File: src/rtl/ucode_loader.sv
// ucode_loader: assembles an 8-bit byte stream (valid/ready) into 24-bit
// microinstructions, MSB byte first. It writes them to consecutive
// control-store addresses, starting at a base address captured on start.
//
// Ports:
//   clk, rst_n       clock; synchronous active-low reset
//   start            begin a load (honoured only when idle)
//   base_addr        first write address, sampled on accepted start
//   num_words        words to load (0..2^ADDR_W), sampled on accepted start
//   byte_data/valid  incoming byte stream
//   byte_ready       loader accepts a byte this cycle
//   wr_en/addr/data  control-store write port (one strobe per word)
//   busy             load in progress (cycle after start .. final write)
//   done             one-cycle pulse when the load completes
module ucode_loader #(
  parameter int ADDR_W = 8,
  parameter int WORD_W = 24
) (
  input  logic              clk,
  input  logic              rst_n,
  input  logic              start,
  input  logic [ADDR_W-1:0] base_addr,
  input  logic [ADDR_W:0]   num_words,
  input  logic [7:0]        byte_data,
  input  logic              byte_valid,
  output logic              byte_ready,
  output logic              wr_en,
  output logic [ADDR_W-1:0] wr_addr,
  output logic [WORD_W-1:0] wr_data,
  output logic              busy,
  output logic              done
);

  typedef enum logic [1:0] {S_IDLE, S_RECV, S_WRITE, S_DONE} state_t;

  state_t              r_state;
  logic [ADDR_W-1:0]   r_cur_addr;
  logic [ADDR_W:0]     r_remaining;
  logic [1:0]          r_idx;
  logic [WORD_W-1:0]   r_shift;
  logic                r_byte_ready;
  logic                r_wr_en;
  logic [ADDR_W-1:0]   r_wr_addr;
  logic [WORD_W-1:0]   r_wr_data;
  logic                r_busy;
  logic                r_done;
  logic [WORD_W-1:0]   w_next_word;

  // Word as it looks once the current byte is shifted in.
  assign w_next_word = {r_shift[WORD_W-9:0], byte_data};

  always_ff @(posedge clk) begin
    if (!rst_n) begin
      r_state      <= S_IDLE;
      r_cur_addr   <= '0;
      r_remaining  <= '0;
      r_idx        <= '0;
      r_shift      <= '0;
      r_byte_ready <= 1'b0;
      r_wr_en      <= 1'b0;
      r_wr_addr    <= '0;
      r_wr_data    <= '0;
      r_busy       <= 1'b0;
      r_done       <= 1'b0;
    end else begin
      r_wr_en <= 1'b0;
      r_done  <= 1'b0;
      case (r_state)
        S_IDLE: begin
          if (start) begin
            r_cur_addr  <= base_addr;
            r_remaining <= num_words;
            r_idx       <= '0;
            if (num_words == '0) begin
              r_state <= S_DONE;
              r_done  <= 1'b1;
            end else begin
              r_state      <= S_RECV;
              r_byte_ready <= 1'b1;
              r_busy       <= 1'b1;
            end
          end
        end
        S_RECV: begin
          if (byte_valid) begin
            r_shift <= w_next_word;
            if (r_idx == 2'd2) begin
              // Output registers are loaded on entry so wr_en lines up
              // with the WRITE state without a combinational path.
              r_idx        <= '0;
              r_state      <= S_WRITE;
              r_byte_ready <= 1'b0;
              r_wr_en      <= 1'b1;
              r_wr_addr    <= r_cur_addr;
              r_wr_data    <= w_next_word;
            end else begin
              r_idx <= r_idx + 2'd1;
            end
          end
        end
        S_WRITE: begin
          r_cur_addr  <= r_cur_addr + 1'b1;
          r_remaining <= r_remaining - 1'b1;
          if (r_remaining == (ADDR_W+1)'(1)) begin
            r_state <= S_DONE;
            r_busy  <= 1'b0;
            r_done  <= 1'b1;
          end else begin
            r_state      <= S_RECV;
            r_byte_ready <= 1'b1;
          end
        end
        S_DONE: begin
          r_state <= S_IDLE;
        end
        default: begin
          r_state <= S_IDLE;
        end
      endcase
    end
  end

  assign byte_ready = r_byte_ready;
  assign wr_en      = r_wr_en;
  assign wr_addr    = r_wr_addr;
  assign wr_data    = r_wr_data;
  assign busy       = r_busy;
  assign done       = r_done;

endmodule

File: config.mk
export PLATFORM = sky130hd
export DESIGN_NAME = ucode_loader
export DESIGN_NICKNAME = d
export VERILOG_FILES = /design/src/rtl/ucode_loader.sv
export SDC_FILE = /design/constraint.sdc
export NUM_CORES = 1
export LEC_CHECK = 0
export BUFFER_PORTS_ARGS = -buffer_cell sky130_fd_sc_hd__buf_2
export CORE_ASPECT_RATIO = 2
export CORE_MARGIN = 2
export CORE_UTILIZATION = 43
export CTS_BUF_LIST = sky130_fd_sc_hd__clkbuf_8
export CTS_CLUSTER_DIAMETER = 50
export DETAILED_ROUTE_END_ITERATION = 8
export PLACE_DENSITY = 0.74
export SYNTH_ARGS = -nofsm -noshare
export SYNTH_HDL_FRONTEND = slang
export SYNTH_SLANG_ARGS = --single-unit
File: constraint.sdc
create_clock -name clk -period 4.55 [get_ports clk]
set_clock_uncertainty 0.2 [all_clocks]
set_input_delay 0.91 -clock clk [delete_from_list [all_inputs] [get_ports clk]]
set_output_delay 0.91 -clock clk [all_outputs]
set_load 0.02 [all_outputs]
==> metrics.txt <==
outcome=complete, no violations; Max Fclk=355.8 MHz; Worst-path clk slew=0.07 ns; Layout Nets=470; Min Clock Period, post-route=2.811 ns; r2r endpoint=wr_data[19]$_SDFFE_PN0P_; number of distinct library cells after synthesis=42; vias per cell=5.404; final worst slack=1.739 ns; Synth Area in XOR/XNOR=0.01145; FF+latch count, synth=73; Worst slew margin=0.2550; Seq/Total Area, Yosys=0.4777; setup TNS=0 ns; HPWL after detailed placement=5328 um; crit start category=flip-flop; post-route ant nets=0; Setup crit end kind=flip-flop; vias in the first global route=2666; Finished Layout Cells=532; Worst path slowest cell=nand2_1; count of final setup violators=0; simple-gate area share of the yosys netlist=0.2601; CORE AREA=0.006940 mm^2; crit path from=r_state[0]$_SDFFE_PN0P_; Overflow after GRT=0; Routed WL per cell=14.29 um; YS warnings=0; post-cts sizing count=0; utilization after layout=0.5165; Post-Syn Instances=387; Die X=63.64 um; mux contribution to synthesized area=0; Peak VDD IR=0.1907 mV; CP required=4.53 ns; CP cell instances=and3b_1 > nand2_1 > nand2_1 > a21oi_1; gp weighted congestion=0.8210; placed cells=517; CP dominant cell by count=nand2_1; Port Buffer Count=64; syn_nets=419; Commonest cells post-synth=nand2_1 (112), dfxtp_1 (73), a21oi_1 (62); Final Hold Vio Count=0; R2R setup slack=1.74 ns; Tot GR Track Use=0.2013; number of max-cap violations=0; biggest area consumer among synthesized cells=dfxtp_1; Initial Util=0.4408; main flop type after synthesis=dfxtp_1; crit path max fanout=33; Final Cycle Share=0.6177; area grow syn2layout=17.18%; Adder-Cell Fraction of Synth Area=0.01227; ANT cells=0; clk buf depth=2; Synth top area share=0.4777; worst r2r path cells=4; first-pass GRT wire length=12150 um; most common cell in the netlist=nand2_1; vias=2875; ranking of synthesized cells by area=dfxtp_1 (48%), nand2_1 (14%), a21oi_1 (10%); Slew @ Worst Pin=1.116 ns; share of cells above drive strength 1=0.2036; clock latency on the worst-skew pair=0.34 ns; Pwr Density=353.1 mW/mm^2; area of the mapped netlist=0.003059 mm^2; crit path kind=flip-flop to flip-flop; total wire length=7600 um; H-tree depth=3; Post-CTS Setup Bufs=0; pin count of the biggest net entering global routing=67; Worst Setup EP=wr_data[19]$_SDFFE_PN0P_; CTS Hold Bufs=0; Place WS=1.439 ns; worst flop-to-flop path startpoint=r_state[0]$_SDFFE_PN0P_; # IOs=65; drt initial violations=141; Hold Crit Class=flip-flop to flip-flop; number of synthesized flops with an enable pin=0; Pins Over Slew Limit=0; ys async rst share=0; Design Power=1.266 mW; Avg Cell Area, Syn=7.905 um^2; clock root cell=clkbuf_8; clk sinks=73; number of remaining DRC errors=0; DR pass1 iterations=4; post-synthesis compound-gate area fraction=0.2004; main combinational cell family by area after synthesis=simple AND/OR/NAND/NOR gates; arrival time at the worst endpoint=2.79 ns; RSZ-0062 raised after global routing=no; Die ar.=0.007846 mm^2; Rows=43; CTS Buf Count=9; leak pwr=1.402 nW; crit-path max cell delay=0.78 ns; initial antenna violation count=0; TritonCTS clock tree=yes; Die Ht=123.3 um
==> worst min path at each step <==
| stage | start | end | slack (ns) | cells past startpoint |
|---|---|---|---|---|
| after detailed placement | wr_data[21]$_SDFFE_PN0P_ | wr_data[21]$_SDFFE_PN0P_ | 0.24 | 2 |
| final | wr_data[13]$_SDFFE_PN0P_ | wr_data[13]$_SDFFE_PN0P_ | 0.25 | 2 |
| after CTS | wr_data[13]$_SDFFE_PN0P_ | wr_data[13]$_SDFFE_PN0P_ | 0.25 | 2 |
| after global placement | r_shift[8]$_SDFFE_PN0P_ | wr_data[16]$_SDFFE_PN0P_ | 0.24 | 2 |
| after global routing | wr_data[1]$_SDFFE_PN0P_ | wr_data[1]$_SDFFE_PN0P_ | 0.28 | 2 |
| after floorplan | r_shift[8]$_SDFFE_PN0P_ | wr_data[16]$_SDFFE_PN0P_ | 0.23 | 2 |
==> routing by layer <==
layer	vias to the layer above	global-route usage	share of wire	wire length, um
met4	0	0.1304	0.035	263
met2	87	0.3566	0.54	4139
li1	1435	-	-	-
met5	-	0	0	0
met3	20	0.04186	0.040	306
met1	1333	0.2131	0.38	2891
==> flip-flops by register name (all words and copies together) (netlist names) <==
register and flops:
busy 1, byte_ready 1, done 1, r_cur_addr 8
r_idx 2, r_remaining 9, r_shift 16, r_state 2
wr_addr 8, wr_data 24, wr_en 1
==> area by class of cell <==
| class | instances | area (um^2) |
|---|---|---|
| inverter | 4 | 15.01 |
| clock buffer | 9 | 123.9 |
| sequential | 73 | 1461 |
| fill | 702 | 3356 |
| timing repair buffer | 66 | 335.3 |
| clock inverter | 6 | 52.55 |
| tap | 90 | 112.6 |
| multi-input combinational | 284 | 1484 |
==> power breakdown <==
group / internal (mW) / switching [mW]
Sequential: 0.658 / 0.0242
Clock: 0.243 / 0.222
Combinational: 0.0469 / 0.0715
==> through the flow <==
stage	area [um^2]	hold slack [ns]
finish	3585	0.2528
floorplan	3059	0.2321
global route	3585	0.2760
detailed placement	3408	0.2443
CTS	3585	0.2545
global placement	3408	0.2405
==> layout by cell type, fill, tap and decap left out, types with 2 or more instances in the layout <==
cell type    n
nand2_1    112
dfxtp_1     73
buf_2       64
a21oi_1     62
nor2_1      26
a211oi_1     9
clkbuf_8     9
nor3_1       7
inv_1        5
nand3_1      5
nand2b_1     5
o21ai_1      4
nor2b_1      3
a31oi_1      3
a32oi_1      3
o221a_2      3
o22ai_1      3
nor4_1       3
nor4b_1      3
ha_1         3
clkinv_2     3
xor2_1       2
nand3b_1     2
and3_1       2
and2_1       2
a41oi_1      2
xnor2_1      2
a221oi_2     2
o32ai_1      2
buf_4        2
==> cells by family (layout without fill, tap and decap cells) <==
family                     count (synthesis)  in the layout
xor gates and xnor gates                   4              4
AOI/OAI and AO/OA                         99             99
adders and majority gates                  3              3
DFF                                       73             73
and+or+nand+nor                          178            178
buffers and inverters                     30             85
==> critical path: cells and delay by family, from the launching register on <==
kind	cells	cell delay (ns)
DFF	1	0.68
and+or+nand+nor	3	1.68
AOI/OAI and AO/OA	1	0.09
(Power assumes the default switching activity.)
